`config.mk`:
```
export PLATFORM = sky130hd
export DESIGN_NAME = seq_multiply_param
export DESIGN_NICKNAME = d
export VERILOG_FILES = /design/src/rtl/seq_mult_pkg.sv /design/src/rtl/seq_multiply_param.sv
export SDC_FILE = /design/constraint.sdc
export NUM_CORES = 1
export LEC_CHECK = 0
export ABC_AREA = 1
export CAP_MARGIN = 20
export CORE_MARGIN = 4
export CORE_UTILIZATION = 35
export DETAILED_ROUTE_END_ITERATION = 6
export GPL_TIMING_DRIVEN = 0
export PLACE_DENSITY = 0.56
export SYNTH_ARGS = -nofsm -noshare
export SYNTH_HDL_FRONTEND = slang
export SYNTH_SLANG_ARGS = --single-unit
```
`constraint.sdc`:
```
create_clock -name CLK -period 4.78 [get_ports CLK]
set_input_delay 1.195 -clock CLK [delete_from_list [all_inputs] [get_ports CLK]]
set_output_delay 1.195 -clock CLK [all_outputs]
set_load 0.005 [all_outputs]
```
`src/rtl/seq_mult_pkg.sv`:
```
// Shared definitions for the parametrised sequential shift-add multiplier.
package seq_mult_pkg;

   localparam int DEFAULT_WIDTH = 16;

   typedef enum logic {
      IDLE = 1'b0,
      BUSY = 1'b1
   } state_t;

endpackage : seq_mult_pkg

```
`src/rtl/seq_multiply_param.sv`:
```
// Sequential shift-add multiplier: one multiplier bit per clock, exact 2*WIDTH-bit
// product, signed mode via magnitudes plus a sign fix folded into the last cycle.
module seq_multiply_param
   import seq_mult_pkg::*;
#(
   parameter int WIDTH = DEFAULT_WIDTH
)
(
   input  logic               CLK,
   input  logic               RESET,
   input  logic               start,
   input  logic               is_signed,
   input  logic               abort,
   input  logic [WIDTH-1:0]   A,
   input  logic [WIDTH-1:0]   B,
   output logic [2*WIDTH-1:0] product,
   output logic               READY,
   output logic               done
);

   localparam int PW    = 2 * WIDTH;
   localparam int CNT_W = $clog2(WIDTH + 1);

   state_t             r_state;
   logic [PW-1:0]      r_mcand;
   logic [WIDTH-1:0]   r_mplier;
   logic [PW-1:0]      r_acc;
   logic [CNT_W-1:0]   r_count;
   logic               r_neg;
   logic [PW-1:0]      r_product;
   logic               r_ready;
   logic               r_done;

   logic               w_a_neg;
   logic               w_b_neg;
   logic [WIDTH-1:0]   w_a_mag;
   logic [WIDTH-1:0]   w_b_mag;
   logic [PW-1:0]      w_addend;
   logic [PW-1:0]      w_acc_sum;
   logic [PW-1:0]      w_result;
   logic               w_last;

   // The most-negative operand negates to itself, which read unsigned is its magnitude.
   assign w_a_neg   = is_signed & A[WIDTH-1];
   assign w_b_neg   = is_signed & B[WIDTH-1];
   assign w_a_mag   = w_a_neg ? (-A) : A;
   assign w_b_mag   = w_b_neg ? (-B) : B;

   assign w_addend  = r_mplier[0] ? r_mcand : '0;
   assign w_acc_sum = r_acc + w_addend;
   assign w_result  = r_neg ? (-w_acc_sum) : w_acc_sum;
   assign w_last    = (r_count == CNT_W'(1));

   always_ff @(posedge CLK or negedge RESET) begin
      if (!RESET) begin
         r_state   <= IDLE;
         r_mcand   <= '0;
         r_mplier  <= '0;
         r_acc     <= '0;
         r_count   <= '0;
         r_neg     <= 1'b0;
         r_product <= '0;
         r_ready   <= 1'b1;
         r_done    <= 1'b0;
      end else begin
         r_done <= 1'b0;
         case (r_state)
            IDLE: begin
               if (start) begin
                  r_mcand  <= {{WIDTH{1'b0}}, w_a_mag};
                  r_mplier <= w_b_mag;
                  r_acc    <= '0;
                  r_count  <= CNT_W'(WIDTH);
                  r_neg    <= w_a_neg ^ w_b_neg;
                  r_ready  <= 1'b0;
                  r_state  <= BUSY;
               end
            end
            BUSY: begin
               r_acc    <= w_acc_sum;
               r_mcand  <= {r_mcand[PW-2:0], 1'b0};
               r_mplier <= {1'b0, r_mplier[WIDTH-1:1]};
               r_count  <= r_count - CNT_W'(1);
               // Abort takes priority over a coincident completion.
               if (abort) begin
                  r_ready <= 1'b1;
                  r_state <= IDLE;
               end else if (w_last) begin
                  r_product <= w_result;
                  r_done    <= 1'b1;
                  r_ready   <= 1'b1;
                  r_state   <= IDLE;
               end
            end
            default: begin
               r_ready <= 1'b1;
               r_state <= IDLE;
            end
         endcase
      end
   end

   assign product = r_product;
   assign READY   = r_ready;
   assign done    = r_done;

endmodule : seq_multiply_param

```
==> metrics.csv, run 1 <==
metric,value,unit
run_status,finished clean,
synth_area_per_cell,6.51,um2
synth-compound-area-share,11.5,%
synth_edf_count,0,
grt_use_total,18.3,%
grt-ovfl-total,0,
yosys.area_share.adder,5.30,%
path_clk_slew,0.06,ns
slew_headroom,46.3,%
fillers,2675,
leakagePower,0.00567,uW
place_area,10000,um2
tightest_slew,0.805,ns
post_synth_num_cell_types,43,
maxCapViolations,0,
cts_hold_buffers,0,
finClkSkew,0.00826,ns
n_antenna_cell,0,
start_kind,flop,
design_area,10700,um2
syn_inst,1364,
place.gp.congestion,0.908,
max_freq,0.253,GHz
nNetsFinal,1529,
initial_core_util,35.5,%
total_power,5320,uW
grt_max_degree,86,
synth_ff_type,dfrtp_1,
die-height,167,um
vias,8589,
core,25000,um2
grt_pass1_wl,41700,um
pwr-share-seq,28.7,%
cp_max_fo,10,
ys_seq_elements,121,
finalHoldViolCount,0,
hpwl,20400,um
cts_made_buffers,17,
ctsRootBufferMaster,clkbuf_16,
p_int,3160,uW
period_minus_slack,3.95,ns
worstSetupEndpointType,flop,
die_w,167,um
worst-setup-path-type,flop to flop,
switchingPower,2160,uW
rows,58,
ir_drop,0.255,mV
grt_pass1_vias,8348,
clock_path_buffers,2,
ioPinCount,71,
rrSetupSlack,0.83,ns
synthMuxAreaShare,0,%
rsz0062_at_grt,no,
pwr-share-comb,44.0,%
final.period_utilization,82.6,%
powerDensity,498,nW/um2
avgViaCountPerCell,4.78,
syn_nets,1438,
drc,0,
final_util,42.7,%
postCtsSetupRepairBufs,0,
seq_area_frac_synth,34.1,%
cts_tree,yes,
dieArea,28000,um2
async_flop_share,100,%
clkLatencyLatePin,0.42,ns
drive_above_1_share,4.84,%
yosysWarnings,0,
antenna_found_initial,0,
clkPwrFrac,27.3,%
drv_slew,0,
worstPathRequired,5.09,ns
synth_top_family_by_area,simple AND/OR/NAND/NOR gates,
wirelength,25400,um
synth_xor_area_share,3.55,%
setup_viol,0,
clock_sinks,121,
synth-simple-area-share,35.0,%
dpl_worst_slack,0.805,ns
swShare,40.5,%
min_path_type,flop to flop,
ant_nets,0,
layout_setup_ws,0.833,ns
cp_data_arrival_time,4.26,ns
area_delta_synth_final,20.3,%
htreeDepth,4,
firstDrtPassIters,5,
numPortBuffers,70,
cts.repair.resized,0,
drt-wirelength-per-cell,14.1,um
drt_iter0_markers,622,
syn_area,8880,um2
## worst max-delay path, stage by stage (launching register included)
cell      delay (ns)
dfrtp_1         0.32
clkbuf_1        0.28
clkbuf_1        0.44
nand2_1         0.11
inv_1           0.08
ha_1            0.27
fa_1            0.51
inv_1           0.16
nand2_1         0.08
a21oi_1         0.27
nand3_1         0.12
nor2_1          0.14
nand3_1         0.15
nor2_2          0.14
nand2_2         0.09
nor2_4          0.16
nand2_2         0.09
o21bai_4        0.18
nand3_1         0.09
nand3_1         0.09
nand2_1         0.05
## logic make-up after synthesis
kind of cell,after synthesis
buffers and inverters,251
AOI/OAI and AO/OA,171
adders and majority gates,37
and+or+nand+nor,748
xor gates and xnor gates,36
DFF,121
## cell usage after synthesis (all sizes together) (2+ instances only)
master | count | area [um2]
a21o | 2 | 15.0
a21oi | 26 | 130
a22o | 2 | 17.5
a22oi | 13 | 97.6
a31oi | 3 | 18.8
and2 | 2 | 12.5
buf | 5 | 20.0
clkbuf | 30 | 113
clkinv | 4 | 15.0
dfrtp | 120 | 3000
ha | 36 | 450
inv | 212 | 796
nand2 | 513 | 1970
nand3 | 96 | 495
nand3b | 7 | 52.6
nand4 | 7 | 43.8
nor2 | 95 | 382
nor3 | 24 | 125
nor4 | 2 | 12.5
o211ai | 14 | 105
o21a | 3 | 22.5
o21ai | 85 | 440
o221ai | 2 | 17.5
o22ai | 16 | 100
o311ai | 2 | 17.5
or2 | 2 | 12.5
xnor2 | 6 | 52.6
xor2 | 30 | 263
## through the flow
step | instances | setup TNS [ns] | hold WS [ns]
final | 1798 | 0 | 0.475
after global routing | 1798 | 0 | 0.498
after CTS | 1798 | 0 | 0.481
after detailed placement | 1766 | 0 | 0.466
after global placement | 1764 | -298.98 | 0.466
after floorplan | 1364 | 0 | 0.452
## placed cells by master (no fill, tap or decap), drive strengths merged, types with 2 or more instances in the layout
master | netlist | routed
ha | 36 | 36
nand2 | 513 | 513
inv | 212 | 214
a21oi | 26 | 26
o311ai | 2 | 2
clkbuf | 30 | 48
nand3 | 96 | 96
clkinv | 4 | 8
xor2 | 30 | 30
bufinv | 0 | 5
buf | 5 | 8
o221ai | 2 | 2
nand3b | 7 | 7
or2 | 2 | 2
o21a | 3 | 3
nor3 | 24 | 24
and2 | 2 | 2
o21ai | 85 | 85
o22ai | 16 | 16
nor4 | 2 | 2
o211ai | 14 | 14
a22o | 2 | 2
xnor2 | 6 | 6
nor2 | 95 | 95
a21o | 2 | 2
clkdlybuf4s50 | 0 | 69
nand4 | 7 | 7
a31oi | 3 | 3
clkinvlp | 0 | 3
a22oi | 13 | 13
dfrtp | 120 | 120
## registers in the layout (all words and copies together) (netlist names)
signal / flops
READY: 1
r_acc: 32
r_neg: 1
r_mcand: 32
r_mplier: 16
r_count: 5
done: 1
r_state: 1
product: 32
## area by class of cell
class	instances	area, um2	area share [%]
clock inverter	14	221	2.07
timing repair buffer	72	737	6.90
inverter	216	811	7.59
tap	330	413	3.87
sequential	121	3030	28.4
multi-input combinational	992	4910	46.0
buffer	35	133	1.24
clock buffer	18	429	4.02
## final timing paths
| kind | endpoint | depth (start not counted) | from |
|---|---|---|---|
| setup / recovery | product[29] | 20 | r_mplier[0] |
| min in group asynchronous | product[27] | 1 | RESET |
| max in group asynchronous | READY | 2 | RESET |
| hold reg to reg | product[23] | 2 | product[23] |
| setup reg to reg | product[29] | 20 | r_mplier[0] |
| hold / removal | product[23] | 2 | product[23] |
## layer usage
layer	track usage (%)	share of wire, %	wire, um	up-vias
met3	2.86	3.4	860	21
met4	4.45	1.3	330	0
met2	30.1	45	11500	150
met5	0	0	0	-
li1	-	-	-	4508
met1	25.4	50	12700	3910
## power by group through the flow
stage | clock (uW) | combinational [uW] | sequential [uW]
6_report | 1450 | 2340 | 1520
4_1_cts | 1480 | 2360 | 1520
2_1_floorplan | 0 | 1540 | 1510
3_3_place_gp | 0 | 2330 | 1540
5_1_grt | 1520 | 2660 | 1570
3_5_place_dp | 0 | 2350 | 1540
Note: power is estimated with default switching activity, not from simulation.
==> run 2: changes to the inputs <==
- PLACE_DENSITY: 0.56 -> 0.57
- clock period: 4.78 -> 3.4 ns (I/O delays scaled with it)
==> metrics.csv, run 2 (same netlist as run 1, synthesis figures left out) <==
metric,value,unit,change
start_kind,flop,,unchanged
path_clk_slew,0.07,ns,was 0.06 ns
cp_max_fo,10,,unchanged
drv_slew,0,,unchanged
fillers,2649,,was 2675
clock_path_buffers,2,,unchanged
grt_pass1_wl,41700,um,about the same
worstPathRequired,3.71,ns,was 5.09 ns
max_freq,0.316,GHz,was 0.253 GHz
drt_iter0_markers,545,,was 622
grt_max_degree,85,,was 86
clock_sinks,121,,unchanged
ioPinCount,71,,unchanged
tightest_slew,0.727,ns,was 0.805 ns
finalHoldViolCount,0,,unchanged
run_status,finished clean,,unchanged
wirelength,25800,um,was 25400 um
finClkSkew,0.0101,ns,was 0.00826 ns
avgViaCountPerCell,4.79,,was 4.78
cts_hold_buffers,0,,unchanged
dp.cells,1766,,unchanged
final_common_cell,nand2_1,,unchanged
cts_tree,yes,,unchanged
die_w,167,um,unchanged
fin_setup_tns,0,ns,unchanged
grt_pass1_vias,8297,,was 8348
powerDensity,692,nW/um2,was 498 nW/um2
cts_made_buffers,17,,unchanged
htreeDepth,4,,unchanged
clkLatencyLatePin,0.43,ns,was 0.42 ns
area_delta_synth_final,21.6,%,was 20.3%
firstDrtPassIters,5,,unchanged
ctsRootBufferMaster,clkbuf_16,,unchanged
die-height,167,um,unchanged
grt-ovfl-total,0,,unchanged
slew_headroom,51.5,%,was 46.3%
setup_viol,0,,unchanged
antenna_found_initial,0,,unchanged
drc,0,,unchanged
leakagePower,0.00567,uW,about the same
numPortBuffers,70,,unchanged
final_cells,1800,,was 1798
n_antenna_cell,0,,unchanged
min_path_type,input pin to asynchronous set/reset pin,,was flop to flop
final_cell_mix,"nand2_1, inv_1, dfrtp_1",,unchanged
final.period_utilization,93.2,%,was 82.6%
rows,58,,unchanged
maxCapViolations,0,,unchanged
nNetsFinal,1531,,was 1529
drt-wirelength-per-cell,14.3,um,was 14.1 um
worstSetupEndpointType,flop,,unchanged
place.gp.congestion,0.868,,was 0.908
initial_core_util,35.5,%,unchanged
dieArea,28000,um2,unchanged
dpl_worst_slack,-0.608,ns,was 0.805 ns
layout_setup_ws,0.232,ns,was 0.833 ns
vias,8621,,was 8589
cp_data_arrival_time,3.48,ns,was 4.26 ns
worst-setup-path-type,flop to flop,,unchanged
period_minus_slack,3.17,ns,was 3.95 ns
ant_nets,0,,unchanged
whs,0.323,ns,was 0.475 ns
hpwl,20500,um,was 20400 um
drive_above_1_share,8.10,%,was 4.84%
grt_use_total,18.3,%,about the same
total_power,7470,uW,was 5320 uW
core,25000,um2,unchanged
ir_drop,0.295,mV,was 0.255 mV
run 2: cell count changes in the layout (fill, tap and decap cells not counted), sizes merged:
cell    before  now
inv        214  218
clkinv       8    7
bufinv       5    2
buf          8   12
clkbuf      48   46
run 2: final cells by class:
cell class / count / area [um2] / area share [%]
clock inverter: 14 / 164 / 1.52
tap: 330 / 413 / 3.82
multi-input combinational: 992 / 5040 / 46.7
inverter: 216 / 811 / 7.51
sequential: 121 / 3030 / 28.1
clock buffer: 18 / 429 / 3.98
timing repair buffer: 75 / 759 / 7.04
buffer: 34 / 145 / 1.34
run 2: stage by stage:
step | utilization [%] | cell area, um2
4_1_cts | 42.6 | 10700
3_5_place_dp | 40.1 | 10000
6_report | 43.1 | 10800
2_1_floorplan | - | 8880
5_1_grt | 43.1 | 10800
3_3_place_gp | 39.9 | 9990
run 2: worst paths after layout:
| path | start | endpoint | slack [ns] | cells after the start |
|---|---|---|---|---|
| hold reg to reg | product[27] | product[27] | 0.48 | 2 |
| max in group asynchronous | RESET | READY | 2.31 | 2 |
| setup / recovery | r_mplier[0] | product[29] | 0.23 | 19 |
| hold / removal | RESET | product[27] | 0.32 | 1 |
| setup reg to reg | r_mplier[0] | product[29] | 0.23 | 19 |
| min in group CLK | product[27] | product[27] | 0.48 | 2 |
run 2: where the power goes:
part / leakage [uW] / switching, uW / internal, uW
Sequential: 0.00157 / 279 / 1880
Combinational: 0.00383 / 2090 / 1350
Clock: 0.000280 / 771 / 1100
run 2: what timing repair did:
item / CTS / global route
pin swaps: 0 / 4
buffers inserted: 2 / 1
endpoints found under the setup margin: 25 / 20
resized for setup: 12 / 41
endpoints found under the hold margin: 0 / 0
run 2: critical path, stage by stage (launching register included):
cell and delay, ns:
dfrtp_2 0.45, buf_8 0.16, nand2_1 0.05, inv_1 0.09, ha_4 0.17, fa_2 0.47, inv_2 0.11, nand2_1 0.08
a21oi_2 0.15, nand3_1 0.13, nor2_2 0.12, nand3_1 0.13, nor2_2 0.17, nand2_2 0.09, nor2_4 0.14, nand2_2 0.10
o21bai_4 0.21, nand3_1 0.09, nand3_1 0.09, nand2_1 0.05
run 2: per-layer routing:
metal  part of all wire (%)  up-vias  global-route usage, %
met5                      0        -                      0
met4                    1.3        0                   4.55
met3                    4.3       19                   2.74
met2                     46      188                   30.2
met1                     49     3906                   25.3
li1                       -     4508                      -
